<file path="src/rtl/vending_machine_multi.sv">
// Multi-item vending controller: saturating coin credit, N_ITEMS products, greedy change over valid/ack.
// Optional per-item inventory tracking is enabled with `define VM_INVENTORY_EN.
module vending_machine_multi #(
  parameter int N_ITEMS    = 4,
  parameter int PRICE      = 4,
  parameter int MAX_CREDIT = 20,
  parameter int STOCK_INIT = 8,
  localparam int SEL_W     = $clog2(N_ITEMS),
  localparam int CREDIT_W  = $clog2(MAX_CREDIT + 1)
) (
  input  logic                clk,
  input  logic                rst,
  input  logic                nickle,
  input  logic                dime,
  input  logic                quarter,
  input  logic [SEL_W-1:0]    sel,
  input  logic                buy,
  input  logic                refund,
  input  logic                chg_ack,
  output logic                vend,
  output logic [SEL_W-1:0]    vend_item,
  output logic                chg_valid,
  output logic [1:0]          chg_coin,
  output logic                coin_rej,
  output logic [CREDIT_W-1:0] credit,
  output logic                busy,
  output logic [N_ITEMS-1:0]  sold_out
);

  localparam logic [CREDIT_W-1:0] PRICE_C   = CREDIT_W'(PRICE);
  localparam logic [CREDIT_W:0]   MAX_C     = (CREDIT_W + 1)'(MAX_CREDIT);
  localparam logic [SEL_W:0]      ITEMS_LIM = (SEL_W + 1)'(N_ITEMS);

  typedef enum logic [1:0] {S_ACCEPT, S_VEND, S_CHANGE} state_t;
  state_t state;

  logic                coin_any;
  logic                coin_multi;
  logic [2:0]          coin_val;
  logic [CREDIT_W:0]   credit_sum;
  logic                item_avail;
  logic                buy_ok;
  logic [CREDIT_W-1:0] chg_left;

  // Largest coin that still fits in the remaining credit.
  function automatic logic [1:0] pick_coin(input logic [CREDIT_W-1:0] c);
    if (c >= CREDIT_W'(5))      return 2'b11;
    else if (c >= CREDIT_W'(2)) return 2'b10;
    else                        return 2'b01;
  endfunction

  function automatic logic [2:0] coin_value(input logic [1:0] code);
    case (code)
      2'b11:   return 3'd5;
      2'b10:   return 3'd2;
      2'b01:   return 3'd1;
      default: return 3'd0;
    endcase
  endfunction

`ifdef VM_INVENTORY_EN
  assign item_avail = !sold_out[sel];
`else
  assign item_avail = 1'b1;
`endif

  always_comb begin
    coin_any   = nickle | dime | quarter;
    coin_multi = (nickle & dime) | (nickle & quarter) | (dime & quarter);
    coin_val   = quarter ? 3'd5 : dime ? 3'd2 : nickle ? 3'd1 : 3'd0;
    credit_sum = {1'b0, credit} + (CREDIT_W + 1)'(coin_val);
    buy_ok     = buy && (credit >= PRICE_C) && ({1'b0, sel} < ITEMS_LIM) && item_avail;
    chg_left   = credit - CREDIT_W'(coin_value(chg_coin));
  end

  always_ff @(posedge clk or posedge rst) begin
    if (rst) begin
      state     <= S_ACCEPT;
      credit    <= '0;
      vend      <= 1'b0;
      vend_item <= '0;
      chg_valid <= 1'b0;
      chg_coin  <= 2'b00;
      coin_rej  <= 1'b0;
      busy      <= 1'b0;
    end else begin
      vend     <= 1'b0;
      coin_rej <= 1'b0;
      case (state)
        S_ACCEPT: begin
          if (buy_ok) begin
            state     <= S_VEND;
            vend      <= 1'b1;
            vend_item <= sel;
            credit    <= credit - PRICE_C;
            busy      <= 1'b1;
            coin_rej  <= coin_any;
          end else if (refund && credit != '0) begin
            state     <= S_CHANGE;
            chg_valid <= 1'b1;
            chg_coin  <= pick_coin(credit);
            busy      <= 1'b1;
            coin_rej  <= coin_any;
          end else if (coin_multi) begin
            coin_rej <= 1'b1;
          end else if (coin_any) begin
            if (credit_sum > MAX_C) coin_rej <= 1'b1;
            else                    credit   <= credit_sum[CREDIT_W-1:0];
          end
        end
        S_VEND: begin
          coin_rej <= coin_any;
          if (credit != '0) begin
            state     <= S_CHANGE;
            chg_valid <= 1'b1;
            chg_coin  <= pick_coin(credit);
          end else begin
            state <= S_ACCEPT;
            busy  <= 1'b0;
          end
        end
        S_CHANGE: begin
          coin_rej <= coin_any;
          if (chg_ack && chg_valid) begin
            credit <= chg_left;
            if (chg_left == '0) begin
              state     <= S_ACCEPT;
              chg_valid <= 1'b0;
              chg_coin  <= 2'b00;
              busy      <= 1'b0;
            end else begin
              chg_coin <= pick_coin(chg_left);
            end
          end
        end
        default: begin
          state     <= S_ACCEPT;
          chg_valid <= 1'b0;
          chg_coin  <= 2'b00;
          busy      <= 1'b0;
        end
      endcase
    end
  end

`ifdef VM_INVENTORY_EN
  localparam int STOCK_W = $clog2(STOCK_INIT + 1);
  logic [STOCK_W-1:0] stock [N_ITEMS];

  // sold_out is updated on the same edge as the decrement so the next buy already sees it.
  always_ff @(posedge clk or posedge rst) begin
    if (rst) begin
      for (int i = 0; i < N_ITEMS; i++) begin
        stock[i]    <= STOCK_W'(STOCK_INIT);
        sold_out[i] <= 1'b0;
      end
    end else if (state == S_ACCEPT && buy_ok) begin
      stock[sel]    <= stock[sel] - STOCK_W'(1);
      sold_out[sel] <= (stock[sel] == STOCK_W'(1));
    end
  end
`else
  assign sold_out = '0;
`endif

endmodule
</file>
<file path="config.mk">
export PLATFORM = sky130hd
export DESIGN_NAME = vending_machine_multi
export DESIGN_NICKNAME = d
export VERILOG_FILES = /design/src/rtl/vending_machine_multi.sv
export SDC_FILE = /design/constraint.sdc
export NUM_CORES = 1
export LEC_CHECK = 0
export BUFFER_PORTS_ARGS = -buffer_cell sky130_fd_sc_hd__buf_2
export CAP_MARGIN = 20
export CORE_MARGIN = 5
export CORE_UTILIZATION = 55
export DETAILED_ROUTE_END_ITERATION = 16
export GPL_TIMING_DRIVEN = 0
export PLACE_DENSITY = 0.79
export SLEW_MARGIN = 20
export SYNTH_ARGS = -nofsm -noshare
export SYNTH_HDL_FRONTEND = slang
export SYNTH_SLANG_ARGS = --single-unit
</file>
<file path="constraint.sdc">
create_clock -name clk -period 2.72 [get_ports clk]
set_input_delay 0.816 -clock clk [delete_from_list [all_inputs] [get_ports clk]]
set_output_delay 0.816 -clock clk [all_outputs]
set_load 0.01 [all_outputs]
</file>
==> run summary <==
Clock Tree Buf Depth -> 2
average size of a mapped cell -> 9.35 um2
Skew-Pair Late Insertion Delay -> 300 ps
CP Data Arrival Time -> 2960 ps
final worst slack -> -45.9 ps
commonest cells in the netlist -> dfrtp_1, inv_1, ha_1, a21oi_1, nor2_1
worst path cell trace -> buf_8 -> inv_2 -> a21o_1 -> ha_2 -> inv_2 -> fa_2 -> nor2b_4 -> nor3_2 -> o32ai_2 -> o21a_2 -> mux2_4
fin crit period -> 2770 ps
DP Wirelength -> 2520 um
most frequent cell after synthesis -> dfrtp_1
# diodes -> 0
CTS H-Tree Depth -> 1
WL final -> 3300 um
DR vias -> 1,273
setup_tns -> -61.5 ps
leakage dissipation -> 0.779 nW
GR Util All Layers -> 18.8%
Root Buffer -> clkbuf_4
post-synth cell types -> 53
pin count of the biggest net entering global routing -> 16
Post-Synthesis Cells -> 155
std cell rows -> 18
failing checks -> setup timing
fmax -> 362 MHz
Num CTS Buffers -> 3
IO Port Bufs -> 22
share of cells above drive strength 1 -> 32.6%
maximum vdd drop -> 0.000973 V
CTS tree -> done
relative slew slack -> 60.8%
worst r2r src -> credit[0]$_DFFE_PP0P_
initial antenna violation count -> 0
crit end category -> flip-flop
Hold Violations, Final -> 0
Seq/Total Area, Yosys -> 25.9%
fin. max-slew vios -> 0
most frequent CP cell -> inv_2
Worst Path Required -> 2920 ps
final global-route overflow total -> 0
CP Buf/Inv Count -> 3
status -> complete, but fails checks
Tightest Pin Transition -> 587 ps
hold_sp -> busy$_DFFE_PP0P_
initial drt markers -> 73
Max Cap Viol -> 0
number of global-route vias before repair -> 1,144
Yosys reg bits -> 15
Remaining DRCs -> 0
post-layout util -> 68.1%
leading area contributor after synthesis -> dfrtp_1
routed len/inst -> 15.2 um
CP Max Fanout -> 4
Setup CP Type -> input pin to flip-flop
Critical Path Source -> dime
clk sink count -> 15
routed vias/inst -> 5.87
Yosys warnings -> 0
post-route insts no fill -> 217
area share of the largest cell type after synthesis -> 25.9%
Reg clk slew, reported paths -> 100 ps
Die Area -> 3760 um2
hold crit path type -> flip-flop to flip-flop
RSZ-0062 raised after global routing -> true
Crit path max-delay family -> compound AO/OA/AOI/OAI gates
first-pass detailed-route iteration total -> 4
Post-synth top flop -> dfrtp_1
first-pass GRT wire length -> 5200 um
top cells by area, synth -> dfrtp_1, ha_1, a21oi_1, inv_1, nor2_1
Area Overhead vs Synth -> 17.5%
crit start category -> input pin
Post-layout nets -> 213
post-route ant nets -> 0
Setup Viol. Count Final -> 2
Syn Std Cell Area -> 1450 um2
slowest CP cell -> fa_2
CP max stage delay -> 540 ps
Chip Width -> 61.3 um
Async SR Flop Fraction -> 100%
area of the core -> 2500 um2
number of enable flip-flop cells after synthesis -> 0
skew final -> 1.46 ps
fin crit share -> 102%
Die Height -> 61.3 um
P per Cell Area -> 1390 nW/um2
Routability Congestion -> 0.850
Ports -> 27
placed cells -> 210
initial core utilization -> 58.0%
Hold Buf Count CTS -> 0
==> flip-flops by register name, indices dropped and copies added (netlist names) <==
name	cells
credit	5
chg_coin	2
state	2
vend_item	2
busy	1
chg_valid	1
coin_rej	1
vend	1
==> metal layers <==
layer  track usage (%)  share of wire [%]
met1              24.4                 45
met2              31.3                 47
met3              1.47                5.3
met4              9.29                2.2
met5                 0                  0
==> power breakdown <==
part           internal, mW  switching, mW  leakage (nW)
Combinational         0.785          0.956         0.584
Clock                0.0549         0.0868        0.0177
Sequential            0.341          0.136         0.177
==> what timing repair did <==
item | 4_1_cts | 5_1_grt
gates cloned | 0 | 0
buffers inserted | 1 | 2
endpoints found under the setup margin | 4 | 6
resized for setup | 11 | 3
endpoints found under the hold margin | 0 | 0
pin swaps | 7 | 2
==> stage by stage <==
stage	setup slack, ps	hold WS (ps)	total power, mW	cell area (um2)
final	-45.9	497	2.36	1700
after global placement	-379	471	2.05	1610
after global routing	-143	527	2.56	1700
after floorplan	-68.5	522	1.72	1460
after CTS	-14.4	501	2.29	1680
after detailed placement	-437	476	2.11	1610
==> layout by cell type, fill, tap and decap left out, types with 4 or more instances in the layout <==
cell,count
conb_1,4
o21ai_0,5
xnor2_1,4
a21oi_1,11
buf_2,20
dfrtp_1,14
nor2_1,11
nor2b_1,4
nor3_1,5
buf_4,10
nand2b_1,4
ha_1,12
inv_1,12
nand2_1,8
==> cell type report <==
class	count	area [um2]
Multi-Input combinational cell	120	1000
Fill cell	204	797
Sequential cell	15	377
Timing Repair Buffer	25	148
Buffer	9	61.3
Inverter	14	52.6
Tap cell	30	37.5
Clock buffer	3	22.5
Clock inverter	1	5.00
==> path summary, 6_finish.rpt <==
| kind | end | cells past startpoint | slack, ps |
|---|---|---|---|
| worst max-delay path | credit[3]$_DFFE_PP0P_ | 11 | -50 |
| worst min-delay path | busy$_DFFE_PP0P_ | 1 | 500 |
| worst max register to register | state[0]$_DFFE_PP0P_ | 10 | 90 |
| worst min register to register | busy$_DFFE_PP0P_ | 1 | 500 |
| max in group asynchronous | credit[0]$_DFFE_PP0P_ | 2 | 1750 |
| min in group asynchronous | vend_item[0]$_DFFE_PP0P_ | 2 | 560 |
==> kinds of logic after synthesis <==
family                   synth area share [%]
AO/OA/AOI/OAI                            25.2
XOR/XNOR                                 4.15
adder cells (fa/ha/maj)                  14.7
buffers and inverters                    7.86
flip-flops                               25.9
multiplexers                             4.92
other                                   0.259
AND/OR/NAND/NOR                          17.0
==> worst register-to-register path: stages (launching register included) <==
cell and delay, ps:
dfrtp_2 480, inv_1 110, ha_1 170, inv_1 60
fa_1 410, a211oi_2 300, xnor2_1 140, and3_1 210
a31o_4 260, nand2_1 70, mux2_1 310
Power figures use the tool's default switching activity.
